--- config.mk ---
export PLATFORM = sky130hd
export DESIGN_NAME = exe_div_unit
export DESIGN_NICKNAME = d
export VERILOG_FILES = /design/src/rtl/exe_div_unit.sv
export SDC_FILE = /design/constraint.sdc
export NUM_CORES = 1
export LEC_CHECK = 0
export ABC_AREA = 1
export CAP_MARGIN = 15
export CORE_MARGIN = 2
export CORE_UTILIZATION = 35
export CTS_CLUSTER_SIZE = 28
export DETAILED_ROUTE_END_ITERATION = 8
export SYNTH_ARGS = -nofsm -noshare
export SYNTH_HDL_FRONTEND = slang
export SYNTH_SLANG_ARGS = --single-unit
--- constraint.sdc ---
create_clock -name cpu_clk_50M -period 4.4 [get_ports cpu_clk_50M]
set_input_delay 0.88 -clock cpu_clk_50M [delete_from_list [all_inputs] [get_ports cpu_clk_50M]]
set_output_delay 0.88 -clock cpu_clk_50M [all_outputs]
set_load 0.05 [all_outputs]
--- src/rtl/exe_div_unit.sv ---
// Iterative 32-bit radix-2 restoring divider (DIV/DIVU) for the execute stage.
// Optional macro DIV_ZERO_FAST_EN: a zero divisor skips the BUSY iterations.
module exe_div_unit #(
    parameter int                 ALUOP_W = 8,
    parameter logic [ALUOP_W-1:0] OP_DIV  = 8'h16,
    parameter logic [ALUOP_W-1:0] OP_DIVU = 8'h17
) (
    input  logic               cpu_clk_50M,
    input  logic               cpu_rst_n,
    input  logic [ALUOP_W-1:0] exe_aluop,
    input  logic [31:0]        exe_src1,
    input  logic [31:0]        exe_src2,
    input  logic [3:0]         stall,
    input  logic               flush,
    output logic               stallreq_exe,
    output logic               div_ready,
    output logic [31:0]        div_hi,
    output logic [31:0]        div_lo
);

    typedef enum logic [1:0] {
        S_IDLE = 2'd0,
        S_BUSY = 2'd1,
        S_DONE = 2'd2
    } state_e;

    localparam logic STOP = 1'b1;

    function automatic logic [31:0] neg32(input logic [31:0] v);
        return ~v + 32'd1;
    endfunction

    function automatic logic [31:0] abs32(input logic [31:0] v, input logic is_signed);
        return (is_signed && v[31]) ? neg32(v) : v;
    endfunction

    state_e      state_q;
    logic [4:0]  cnt_q;
    logic [31:0] rem_q;
    logic [31:0] quot_q;
    logic [31:0] divisor_q;
    logic [31:0] dividend_q;
    logic        s1_q;
    logic        s2_q;
    logic        signed_q;
    logic        div_ready_q;
    logic [31:0] hi_q;
    logic [31:0] lo_q;

    logic        is_div_s;
    logic        start_s;
    logic [32:0] rem33_s;
    logic        ge_s;
    logic [31:0] rem_step_s;
    logic [31:0] quot_step_s;
    logic [31:0] fin_hi_s;
    logic [31:0] fin_lo_s;
    logic        stall_unused_s;

    assign stall_unused_s = ^stall[2:0];

    // Start decode, one restoring step, and sign/zero correction of the final step.
    always_comb begin
        is_div_s    = (exe_aluop == OP_DIV);
        start_s     = (is_div_s || (exe_aluop == OP_DIVU)) && !flush;
        rem33_s     = {rem_q, quot_q[31]};
        ge_s        = (rem33_s >= {1'b0, divisor_q});
        rem_step_s  = ge_s ? (rem33_s[31:0] - divisor_q) : rem33_s[31:0];
        quot_step_s = {quot_q[30:0], ge_s};
        if (divisor_q == 32'd0) begin
            fin_hi_s = dividend_q;
            fin_lo_s = 32'hFFFF_FFFF;
        end else if (signed_q) begin
            fin_hi_s = s1_q ? neg32(rem_step_s) : rem_step_s;
            fin_lo_s = (s1_q ^ s2_q) ? neg32(quot_step_s) : quot_step_s;
        end else begin
            fin_hi_s = rem_step_s;
            fin_lo_s = quot_step_s;
        end
    end

    // Stall request must rise in the start cycle itself, so it is decoded from state.
    always_comb begin
        stallreq_exe = 1'b0;
        if (!cpu_rst_n) begin
            stallreq_exe = 1'b0;
        end else begin
            case (state_q)
                S_IDLE:  stallreq_exe = start_s;
                S_BUSY:  stallreq_exe = !flush;
                S_DONE:  stallreq_exe = 1'b0;
                default: stallreq_exe = 1'b0;
            endcase
        end
    end

    // Divider FSM, iteration datapath and registered results.
    always_ff @(posedge cpu_clk_50M or negedge cpu_rst_n) begin
        if (!cpu_rst_n) begin
            state_q     <= S_IDLE;
            cnt_q       <= 5'd0;
            rem_q       <= 32'd0;
            quot_q      <= 32'd0;
            divisor_q   <= 32'd0;
            dividend_q  <= 32'd0;
            s1_q        <= 1'b0;
            s2_q        <= 1'b0;
            signed_q    <= 1'b0;
            div_ready_q <= 1'b0;
            hi_q        <= 32'd0;
            lo_q        <= 32'd0;
        end else if (flush) begin
            state_q     <= S_IDLE;
            cnt_q       <= 5'd0;
            div_ready_q <= 1'b0;
        end else begin
            case (state_q)
                S_IDLE: begin
                    if (start_s) begin
                        rem_q      <= 32'd0;
                        quot_q     <= abs32(exe_src1, is_div_s);
                        divisor_q  <= abs32(exe_src2, is_div_s);
                        dividend_q <= exe_src1;
                        s1_q       <= exe_src1[31];
                        s2_q       <= exe_src2[31];
                        signed_q   <= is_div_s;
                        cnt_q      <= 5'd0;
`ifdef DIV_ZERO_FAST_EN
                        if (exe_src2 == 32'd0) begin
                            state_q     <= S_DONE;
                            div_ready_q <= 1'b1;
                            hi_q        <= exe_src1;
                            lo_q        <= 32'hFFFF_FFFF;
                        end else begin
                            state_q <= S_BUSY;
                        end
`else
                        state_q <= S_BUSY;
`endif
                    end else begin
                        state_q <= S_IDLE;
                    end
                end
                S_BUSY: begin
                    rem_q  <= rem_step_s;
                    quot_q <= quot_step_s;
                    if (cnt_q == 5'd31) begin
                        state_q     <= S_DONE;
                        cnt_q       <= 5'd0;
                        div_ready_q <= 1'b1;
                        hi_q        <= fin_hi_s;
                        lo_q        <= fin_lo_s;
                    end else begin
                        cnt_q <= cnt_q + 5'd1;
                    end
                end
                S_DONE: begin
                    // Results stay put while a later stage holds the pipeline.
                    if (stall[3] != STOP) begin
                        state_q     <= S_IDLE;
                        div_ready_q <= 1'b0;
                    end else begin
                        state_q <= S_DONE;
                    end
                end
                default: begin
                    state_q     <= S_IDLE;
                    cnt_q       <= 5'd0;
                    div_ready_q <= 1'b0;
                end
            endcase
        end
    end

    assign div_ready = div_ready_q;
    assign div_hi    = hi_q;
    assign div_lo    = lo_q;

endmodule

Word-level counts from Yosys, hierarchy flattened
Index checks and enable logic that the tools add are counted.
Cells by class
  $lt $le $gt $ge: 1
  reduce and logical (&&, ||, !) cells: 13
  eq/ne operators: 11
  shift-type cells: 0
  add/sub/neg operators: 6
  divide/modulo/power cells: 0
  $mul: 0
  bitwise logic cells: 6
  multiplexer cells: 28
Operators by type and width (count)
  $mux 32: 11
  $add 32x1->32 const B: 4
  $not 32->32: 4
  $pmux 32 s2: 2
  $ge 33x32->1: 1
  $logic_not 32->1: 1
  $sub 32x32->32: 1
  $eq 8x5->1 const B: 2
  $mux 5: 3
  $pmux 5 s3: 1
  $reduce_and 3->1: 4
  $ne 3x3->1 const B: 3
  $mux 2: 3
  $ne 2x2->1 const B: 3
  $pmux 2 s3: 1
  $add 5x1->5 const B: 1
  $eq 5x5->1 const B: 1
  $mux 1: 5
  $logic_and 1x1->1: 3
  $pmux 1 s3: 1
  $eq 2x1->1 const B: 1
  $eq 2x2->1 const B: 1
  $logic_not 2->1: 1
  $pmux 1 s2: 1
  other kinds (6): 6
Storage, ports and cells
  bits of input ports: 79
  RAM bits: 0
  output and inout port bits: 66
  latch bits: 0
  memories kept: 0
  bits in registers: 203
  ROM bits: 0

Longest topological paths before layout
Gate-level depths: netlist of the first run.
  word-level depth: 7
  gate-level depth with buffers: 27
  gate-level depth less buffers: 26

Worst setup path after synthesis of the first run
OpenSTA, ideal clock, no wires.
  path type: input -> output
  start point: input exe_aluop[5]
  end point: output stallreq_exe
  buffers on the path: 1
  path slack: 0.638 ns
  data arrival time: 2.882 ns
  stages: 4
  cell sequence: nor4_1 > o211ai_1 > clkbuf_1 > a21boi_0
On the way
  longest elaborated chain between the ends: 5
  elaborated cells on any way between the ends: 6
  classes of those cells: eq/ne (2); mux (2); reduce/logical (2)
RTL lines
  start: declaration: line 10  | input logic [ALUOP_W-1:0] exe_aluop,
  $eq 8x5->1 (on tied branches): line 64, 65
  $logic_or 1x1->1 *: line 65  | start_s = (is_div_s || (exe_aluop == OP_DIVU)) && !flush;
  $logic_and 1x1->1 *: line 65
  $pmux 1 s2 *: line 88  | case (state_q)
  $mux 1 *: line 85  | if (!cpu_rst_n) begin
  end: declaration: line 15  | output logic stallreq_exe,
Mark *: on every way between the ends. The rest lies on a longest branch, timed or not.

Worst setup path after layout of the first run
  start point: register divisor_q[7]
  end point: register hi_q[12] (netlist: div_hi[12])
On the way
  longest elaborated chain between the ends: 7
  elaborated cells on any way between the ends: 9
  classes of those cells: add/sub (2); order compare (1); mux (4); bitwise (1); reduce/logical (1)
RTL lines
  start: declaration: line 41  | logic [31:0] divisor_q;
  start signal: assignment: line 122  | divisor_q <= abs32(exe_src2, is_div_s);
  $sub 32x32->32 or $ge 33x32->1 (tied branches): line 68, 67
  $mux 32: line 68  | rem_step_s = ge_s ? (rem33_s[31:0] - divisor_q) : rem33_s[31:0];
  $not 32->32: line 30  | return ~v + 32'd1;
  $add 32x1->32: line 30
  $mux 32: line 74  | fin_hi_s = s1_q ? neg32(rem_step_s) : rem_step_s;
  $mux 32: line 73  | end else if (signed_q) begin
  $mux 32 *: line 70  | if (divisor_q == 32'd0) begin
  end signal: assignment: line 151  | hi_q <= fin_hi_s;
  end: declaration: line 47  | logic [31:0] hi_q;
Marks and branches as above.
A chain may end at the register's enable or synchronous reset.

==> results.tsv, run 1 <==
stage	metric	value	unit
flow_run	cap_viol_max_count	0	
worst_setup_path	cp.required	4.83	ns
timing	finClkSkew	0.0252	ns
global_route	globalRouteMet3Util	0.0396	
floorplan	rows	74	
global_route	antenna_found_initial	1	
clocking	cts_tree	built	
clocking	cts_resized	0	
finish	final_common_cell	nand2_1	
worst_setup_path	arrival	4.44	ns
power	ir_worst_vdd	0.345	mV
synthesis	synth-async-reset-ratio	1.00	
clocking	clock_latency	0.57	ns
route	ant_nets	0	
synthesis	ys_types	53	
route	firstDrtPassIters	6	
synthesis	ys_ff_latch	202	
placement	io_buffers	141	
timing	clock.fmax	0.250	GHz
route	dr.first_iter.drc_count	1017	
route	via_per_inst	5.09	
hold_path	hp-class	input pin to async pin	
clocking	postCtsSetupBuffers	0	
placement	dp_hpwl	39800	um
clocking	cts_root_buf	clkbuf_16	
synthesis	synthCells	2179	
finish	final_nets	2421	
synthesis	synth_nets	2297	
finish	area_delta_synth_final	20.1	%
synthesis	syn_area_per_cell	6.65	um^2
timing	drv_slew	0	
worst_setup_path	critPathLaunchType	register	
route	wire_per_inst	17.6	um
timing	finalSetupViolations	0	
synthesis	synth_ff_type	dfrtp_1	
route	drt-total-wl	50100	um
clocking	htree_levels	1	
clocking	cts.path.max_buffers	3	
global_route	grt_pass1_wl	79200	um
clocking	cts_sinks	202	
placement	pre_cts_slack	0.432	ns
global_route	grt_use_met1	0.321	
worst_setup_path	rr_startpoint	divisor_q[7]$_DFFE_PN0P_	
global_route	grt_start_max_net_pins	106	
placement	gp_congestion	0.951	
synthesis	syn_area	14500	um^2
finish	finalNonFillerCells	2854	
clocking	cts_buffers	25	
status	status	finished clean	
timing	period_share	0.911	
global_route	gr-max-usage-layer	met2	
floorplan	initial_core_util	0.355	
timing	hold_ws	0.200	ns
route	drcViolationCount	0	
placement	placed_cells	2808	
timing	tightestPinTransition	0.908	ns
global_route	grt_remaining_overflow	0	
finish	final_layout_size_suffix_gt1_frac	0.0655	
timing	setup_ws	0.393	ns
timing	fin_tns_setup	0	ns
floorplan	die_h	207	um
worst_setup_path	endpoint_kind	register	
global_route	grt_util_all_layers	0.232	
synthesis	synth_edf_count	0	
timing	relSlewSlack	0.395	
timing	finalCriticalPeriod	4.01	ns
floorplan	ios	145	
worst_setup_path	rrSetupSlack	0.39	ns
timing	rsz0062_at_grt	false	
floorplan	fp.coreArea	40800	um^2
worst_setup_path	critPathKind	register to register	
clocking	cts.clk_slew.worst_paths	0.06	ns
synthesis	yosys_warnings	0	
worst_setup_path	crit_fanout	34	
worst_setup_path	startpoint	divisor_q[7]$_DFFE_PN0P_	
route	vias	14500	
timing	finalHoldViolations	0	
power	p_per_area	495	nW/um^2
finish	final_cell_mix	625 x nand2_1, 302 x inv_1, 202 x dfrtp_1, 201 x nor2_1, 172 x o21ai_0	
clocking	cts_hold_buf	0	
power	leakage	8.70	nW
floorplan	die_x	207	um
global_route	grt_pass1_vias	14000	
global_route	grt_use_met2	0.371	
floorplan	dieArea	43000	um^2
synthesis	yosysSeqAreaShare	0.349	
cell usage after synthesis (all sizes together), types with 2 or more instances:
master / number / area share
a21boi: 2 / 0.0010
a21oi: 80 / 0.028
a22o: 2 / 0.0012
a31oi: 13 / 0.0056
a41oi: 3 / 0.0018
and2: 4 / 0.0017
buf: 18 / 0.0078
clkbuf: 58 / 0.015
clkinv: 2 / 0.00052
dfrtp: 202 / 0.35
ha: 38 / 0.033
inv: 309 / 0.080
nand2: 647 / 0.17
nand3: 155 / 0.056
nand3b: 4 / 0.0021
nand4: 21 / 0.0099
nor2: 224 / 0.063
nor3: 39 / 0.013
nor4: 18 / 0.0078
o211ai: 29 / 0.015
o21ai: 196 / 0.069
o21bai: 5 / 0.0029
o221ai: 5 / 0.0030
o22ai: 19 / 0.0082
o31ai: 2 / 0.0010
o32ai: 3 / 0.0018
or2: 5 / 0.0022
xnor2: 12 / 0.0073
xor2: 56 / 0.034
path summary, 6_finish.rpt:
kind | to | depth (start not counted)
setup / recovery | div_hi[12]$_DFFE_PN0P_ | 21
hold / removal | divisor_q[26]$_DFFE_PN0P_ | 1
setup reg to reg | div_hi[12]$_DFFE_PN0P_ | 21
hold reg to reg | dividend_q[9]$_DFFE_PN0P_ | 2
max in group asynchronous | div_hi[11]$_DFFE_PN0P_ | 3
min in group cpu_clk_50M | dividend_q[9]$_DFFE_PN0P_ | 2
report_power, final:
| part | internal [mW] | switching, mW | total, mW |
|---|---|---|---|
| registers | 2.09 | 0.249 | 2.34 |
| clock network | 1.31 | 0.879 | 2.19 |
| logic | 1.26 | 2.82 | 4.08 |
| total | 4.66 | 3.95 | 8.61 |
metrics by stage:
| stage | power [mW] | instance area, um^2 | utilization |
|---|---|---|---|
| after floorplan | 5.16 | 14500 | - |
| after global placement | 6.39 | 16500 | 0.405 |
| after detailed placement | 6.42 | 16500 | 0.405 |
| after CTS | 8.64 | 17400 | 0.426 |
| after global routing | 9.29 | 17400 | 0.426 |
| final | 8.61 | 17400 | 0.426 |
critical path, cell delays in order, from the launching register on:
cell and delay [ns]:
dfrtp_1 0.35, inv_1 0.08, ha_1 0.37, nand2_1 0.13, nor2_1 0.38, nand3_1 0.13, nor2_1 0.12, nand2_1 0.08
nand2_2 0.09, nor2_4 0.05, nand2_8 0.07, buf_4 0.21, buf_4 0.37, o21ai_1 0.21, nor2_1 0.27, nand4_2 0.23
nand2_4 0.18, o21ai_2 0.07, nand2_1 0.07, nand2_1 0.04, o21ai_1 0.28, nand2_1 0.08
area by class of cell:
| type | instances | area, um^2 |
|---|---|---|
| Antenna cell | 1 | 2.50 |
| Clock buffer | 31 | 698 |
| Clock inverter | 14 | 171 |
| Fill cell | 4281 | 23400 |
| Inverter | 311 | 1170 |
| Multi-Input combinational cell | 1590 | 7960 |
| Sequential cell | 202 | 5050 |
| Tap cell | 532 | 666 |
| Timing Repair Buffer | 173 | 1680 |
kinds of logic (layout without fill, tap and decap cells):
| logic type | Yosys count | count (layout) | synth area share |
|---|---|---|---|
| DFF | 202 | 202 | 0.349 |
| xor gates and xnor gates | 68 | 68 | 0.0411 |
| adders and majority gates | 39 | 39 | 0.0342 |
| and+or+nand+nor | 1118 | 1118 | 0.330 |
| buffers and inverters | 387 | 529 | 0.103 |
| other | 0 | 1 | 0 |
| AOI/OAI and AO/OA | 365 | 365 | 0.142 |
registers in the layout, indices dropped and copies added, names as in the netlist:
signal      count
cnt_q           5
div_hi         32
div_lo         32
div_ready       1
dividend_q     32
divisor_q      32
quot_q         32
rem_q          32
s2_q            1
signed_q        1
state_q         2
layer usage:
layer	share of wire	wire length, um
met2	0.45	22400
met4	0.029	1440
met1	0.46	23100
met3	0.063	3160
met5	0	0
Power figures use the tool's default switching activity.
==> inputs of run 2 (changes only) <==
==> constraint.sdc (replaced) <==
create_clock -name cpu_clk_50M -period 4.4 [get_ports cpu_clk_50M]
set_input_delay 1.1 -clock cpu_clk_50M [delete_from_list [all_inputs] [get_ports cpu_clk_50M]]
set_output_delay 1.1 -clock cpu_clk_50M [all_outputs]
set_load 0.05 [all_outputs]
==> run 2 against run 1 <==
Clock power about the same. Global-route usage decreased by 0.069 points. Clock skew increased by 0.0065 ns. First-iteration DRC count decreased by 3.3%. Count of clock-buffer cells in the layout increased by 7. Non-clock buffer count increased by 4. Critical endpoint is now div_lo[28]$_DFFE_PN0P_. Setup slack improved by 0.094 ns. Die area unchanged. Register-to-register slack improved by 0.09 ns.
==> results.tsv, run 2 (synthesized netlist as in run 1, its figures left out) <==
stage	metric	value	unit
worst_setup_path	cpLargestDelayFamily	simple AND/OR/NAND/NOR gates	
route	drt-total-wl	50300	um
route	wl_met2	22800	um
finish	final_nets	2426	
worst_setup_path	endpoint_kind	register	
clocking	cts_root_buf	clkbuf_16	
status	status	finished clean	
worst_setup_path	crit_fanout	5	
flow_run	cap_viol_max_count	0	
worst_setup_path	critPathSlowestCell	nor4_1	
route	firstDrtPassIters	5	
placement	placed_cells	2812	
route	drcViolationCount	0	
timing	finalCriticalPeriod	3.91	ns
floorplan	ios	145	
power	ir_worst_vdd	0.376	mV
timing	hold_ws	0.463	ns
worst_setup_path	path_common_cell	nand2_1	
clocking	cts_resized	0	
worst_setup_path	critPathMaxStageDelay	0.48	ns
floorplan	rows	74	
worst_setup_path	cp.required	4.84	ns
clocking	postCtsSetupBuffers	0	
worst_setup_path	crit_chain	inv_1 -> ha_1 -> nand2_1 -> inv_1 -> nand4_1 -> nor2_1 -> nand2_1 -> nand2_2 -> nor2_4 -> nand2_8 -> inv_2 -> ha_1 -> nand2_1 -> nor4_1 -> nand3_1 -> nor3_1 -> a41oi_1 -> o21ai_0 -> a31oi_1	
route	dr.first_iter.drc_count	983	
global_route	grt_remaining_overflow	0	
timing	setup_ws	0.487	ns
timing	fin_tns_setup	0	ns
timing	finClkSkew	0.0317	ns
finish	finalNonFillerCells	2858	
timing	rsz0062_at_grt	false	
finish	final_layout_size_suffix_gt1_frac	0.0662	
route	wl_met3	2460	um
floorplan	fp.coreArea	40800	um^2
floorplan	die_h	207	um
finish	final_common_cell	nand2_1	
route	top_layer	met4	
hold_path	hp-class	register to register	
placement	dp_hpwl	40000	um
route	wl_met1	24000	um
timing	finalHoldViolations	0	
clocking	cts_tree	built	
floorplan	dieArea	43000	um^2
floorplan	die_x	207	um
global_route	grt_pass1_vias	13800	
route	wire_per_inst	17.6	um
finish	area_delta_synth_final	20.4	%
timing	relSlewSlack	0.414	
global_route	antenna_found_initial	0	
clocking	htree_levels	1	
finish	n_antenna_cell	0	
floorplan	initial_core_util	0.355	
clocking	cts.clk_slew.worst_paths	0.06	ns
global_route	grt_util_all_layers	0.231	
finish	final_util	0.427	
power	leakage	8.72	nW
placement	gp_congestion	0.958	
clocking	cts_sinks	202	
placement	io_buffers	141	
placement	pre_cts_slack	0.254	ns
worst_setup_path	cp_num_buf_inv	3	
timing	finalSetupViolations	0	
clocking	cts_buffers	26	
timing	period_share	0.889	
route	vias	14600	
timing	drv_slew	0	
timing	clock.fmax	0.256	GHz
timing	tightestPinTransition	0.878	ns
clocking	cts.path.max_buffers	3	
global_route	grt_pass1_wl	79400	um
clocking	cts_hold_buf	0	
route	via_per_inst	5.09	
global_route	grt_start_max_net_pins	160	
finish	final_cell_mix	625 x nand2_1, 302 x inv_1, 202 x dfrtp_1, 201 x nor2_1, 172 x o21ai_0	
route	ant_nets	0	
worst_setup_path	critPathKind	register to register	
worst_setup_path	critPathLaunchType	register	
worst_setup_path	arrival	4.35	ns
clocking	clock_latency	0.57	ns
power	p_per_area	495	nW/um^2
## run 2: cell type report
cell class | count | area, um^2
clock buffer | 38 | 776
clock inverter | 8 | 110
sequential | 202 | 5050
inverter | 311 | 1170
fill | 4333 | 23400
timing repair buffer | 177 | 1710
multi-input combinational | 1590 | 7960
tap | 532 | 666
## run 2: report_power, final
part	switching (mW)	internal (mW)
clock	0.859	1.33
sequential	0.261	2.09
combinational	2.82	1.27
## run 2: worst register-to-register path, cell delays in order (launching register included)
cell     delay [ns]
dfrtp_1        0.41
inv_1          0.20
ha_1           0.33
nand2_1        0.12
inv_1          0.08
nand4_1        0.12
nor2_1         0.07
nand2_1        0.09
nand2_2        0.07
nor2_4         0.15
nand2_8        0.06
inv_2          0.12
ha_1           0.20
nand2_1        0.16
nor4_1         0.48
nand3_1        0.20
nor3_1         0.29
a41oi_1        0.26
o21ai_0        0.26
a31oi_1        0.12
## run 2: metal layers
layer | vias up | track usage
met5 | - | 0
met3 | 62 | 0.0287
met1 | 6845 | 0.329
met4 | 0 | 0.0549
li1 | 7280 | -
met2 | 371 | 0.373
## run 2: path summary, 6_finish.rpt
path | slack (ns) | startpoint | end | cells past startpoint
worst max register to register | 0.49 | divisor_q[28]$_DFFE_PN0P_ | div_lo[28]$_DFFE_PN0P_ | 19
max in group asynchronous | 2.73 | cpu_rst_n | div_hi[4]$_DFFE_PN0P_ | 2
worst min-delay path | 0.46 | dividend_q[13]$_DFFE_PN0P_ | dividend_q[13]$_DFFE_PN0P_ | 2
worst min register to register | 0.46 | dividend_q[13]$_DFFE_PN0P_ | dividend_q[13]$_DFFE_PN0P_ | 2
min in group asynchronous | 0.47 | cpu_rst_n | dividend_q[1]$_DFFE_PN0P_ | 1
worst max-delay path | 0.49 | divisor_q[28]$_DFFE_PN0P_ | div_lo[28]$_DFFE_PN0P_ | 19
## run 2: per-stage QoR
step                area, um^2  total power, mW
global route             17400             9.29
CTS                      17400             8.68
floorplan                14500             5.16
global placement         16600             6.43
finish                   17400             8.63
detailed placement       16600             6.44
==> inputs of run 3 (changes only) <==
REMOVE_ABC_BUFFERS = 1   (was default)
==> run 3 against run 2 <==
Wire length fell by 3.2%. Largest power group unchanged. Combinational power is 3% lower. Sequential power hardly changed. Count of clock-buffer cells in the layout is 3 lower. Critical path depth is 13 lower. Clock skew down 0.013 ns. Non-clock buffer count decreased by 7. Sequential share of layout area increased by 0.20 points. Maximum frequency shrank 4.5%. Worst hold slack improved by 0.0086 ns. Clock power shrank 4%. Total power decreased by 2.4%.
==> results.tsv, run 3 (synthesized netlist as in run 1, its figures left out) <==
stage	metric	value	unit
status	status	finished clean	
finish	final_layout_size_suffix_gt1_frac	0.0621	
worst_setup_path	arrival	3.00	ns
route	via_per_inst	5.07	
route	firstDrtPassIters	6	
timing	finalCriticalPeriod	4.10	ns
clocking	postCtsSetupBuffers	0	
clocking	clock_latency	0.54	ns
clocking	cts_buffers	25	
timing	finalSetupViolations	0	
clocking	htree_levels	1	
placement	dp_hpwl	37600	um
timing	period_share	0.932	
power	leakage	8.67	nW
clocking	cts.path.max_buffers	3	
clocking	cts_sinks	202	
worst_setup_path	critPathMaxStageDelay	0.48	ns
timing	rsz0062_at_grt	false	
worst_setup_path	critPathSlowestCell	clkdlybuf4s50_1	
hold_path	hp-class	register to register	
finish	final_nets	2418	
clocking	cts_tree	built	
clocking	cts_root_buf	clkbuf_16	
timing	drv_slew	0	
floorplan	die_x	207	um
global_route	grt_pass1_wl	78100	um
route	wire_per_inst	17.1	um
timing	finClkSkew	0.0186	ns
floorplan	initial_core_util	0.355	
route	drcViolationCount	0	
worst_setup_path	cpLargestDelayFamily	buffers and inverters	
worst_setup_path	ff2ff_path_depth	25	
floorplan	die_h	207	um
worst_setup_path	endpoint_kind	primary output	
global_route	grt_start_max_net_pins	160	
power	p_per_area	486	nW/um^2
clocking	cts.clk_slew.worst_paths	0.06	ns
hold_path	hold_path_depth	2	
clocking	cts_resized	0	
placement	io_buffers	141	
worst_setup_path	crit_chain	clkdlybuf4s50_1 -> inv_1 -> nor3_1 -> o211ai_1 -> a21boi_0 -> buf_12	
hold_path	hp-start	dividend_q[23]$_DFFE_PN0P_	
timing	tightestPinTransition	1.06	ns
worst_setup_path	cp.required	3.30	ns
finish	fill_cells	4320	
finish	final_common_cell	nand2_1	
placement	gp_congestion	0.893	
clocking	cts_hold_buf	0	
flow_run	cap_viol_max_count	0	
finish	n_antenna_cell	0	
route	drt-total-wl	48700	um
route	dr.first_iter.drc_count	1022	
floorplan	dieArea	43000	um^2
worst_setup_path	crit_fanout	2	
placement	pre_cts_slack	0.297	ns
placement	placed_cells	2805	
timing	clock.fmax	0.244	GHz
global_route	antenna_found_initial	0	
power	ir_worst_vdd	0.302	mV
timing	finalHoldViolations	0	
power	power	8.42	mW
global_route	grt_util_all_layers	0.226	
worst_setup_path	rr_startpoint	rem_q[10]$_DFFE_PN0P_	
floorplan	rows	74	
route	vias	14400	
timing	setup_ws	0.301	ns
global_route	grt_pass1_vias	14100	
global_route	grt_remaining_overflow	0	
finish	final_cell_mix	625 x nand2_1, 302 x inv_1, 202 x dfrtp_1, 201 x nor2_1, 172 x o21ai_0	
worst_setup_path	path_depth	6	
worst_setup_path	cp_num_buf_inv	3	
finish	finalNonFillerCells	2851	
floorplan	ios	145	
worst_setup_path	critPathKind	input pin to primary output	
timing	hold_ws	0.472	ns
worst_setup_path	critPathLaunchType	input pin	
timing	relSlewSlack	0.293	
floorplan	fp.coreArea	40800	um^2
route	ant_nets	0	
finish	area_delta_synth_final	19.6	%
worst_setup_path	startpoint	exe_aluop[2]	
[run 3: final cells by class]
| cell class | count | area, um^2 | share of cell area |
|---|---|---|---|
| Timing Repair Buffer | 170 | 1660 | 0.0956 |
| Tap cell | 532 | 666 | 0.0384 |
| Sequential cell | 202 | 5050 | 0.292 |
| Clock buffer | 35 | 703 | 0.0406 |
| Multi-Input combinational cell | 1590 | 7960 | 0.460 |
| Inverter | 311 | 1170 | 0.0674 |
| Clock inverter | 11 | 116 | 0.00672 |
[run 3: stage by stage]
stage | cell area (um^2) | TNS (ns) | util
6_report | 17300 | 0 | 0.424
5_1_grt | 17300 | 0 | 0.424
4_1_cts | 17300 | 0 | 0.424
3_5_place_dp | 16500 | 0 | 0.404
3_3_place_gp | 16500 | 0 | 0.404
2_1_floorplan | 14200 | -127.14 | -
[run 3: worst paths after layout]
kind | slack [ns] | to
max in group asynchronous | 2.36 | div_lo[21]$_DFFE_PN0P_
min in group asynchronous | 0.73 | div_hi[25]$_DFFE_PN0P_
max reg2reg | 0.35 | div_lo[30]$_DFFE_PN0P_
min | 0.47 | dividend_q[23]$_DFFE_PN0P_
max | 0.30 | stallreq_exe
min reg2reg | 0.47 | dividend_q[23]$_DFFE_PN0P_
[run 3: tightest hold or removal path: cells and delay by family (launching register included)]
family           cells  cell delay (ns)
AND/OR/NAND/NOR      2             0.09
flip-flops           1             0.34
[run 3: power breakdown]
part / internal (mW) / switching [mW] / total (mW) / leakage [nW]
registers: 2.09 / 0.259 / 2.35 / 2.60
clock network: 1.23 / 0.862 / 2.10 / 0.408
logic: 1.24 / 2.74 / 3.98 / 5.66
[run 3: routing by layer]
layer,vias to the layer above,routed length [um],global-route usage
li1,7258,-,-
met1,6762,22600,0.312
met2,360,22500,0.377
met3,69,2290,0.0227
met4,0,1240,0.0584
met5,-,0,0
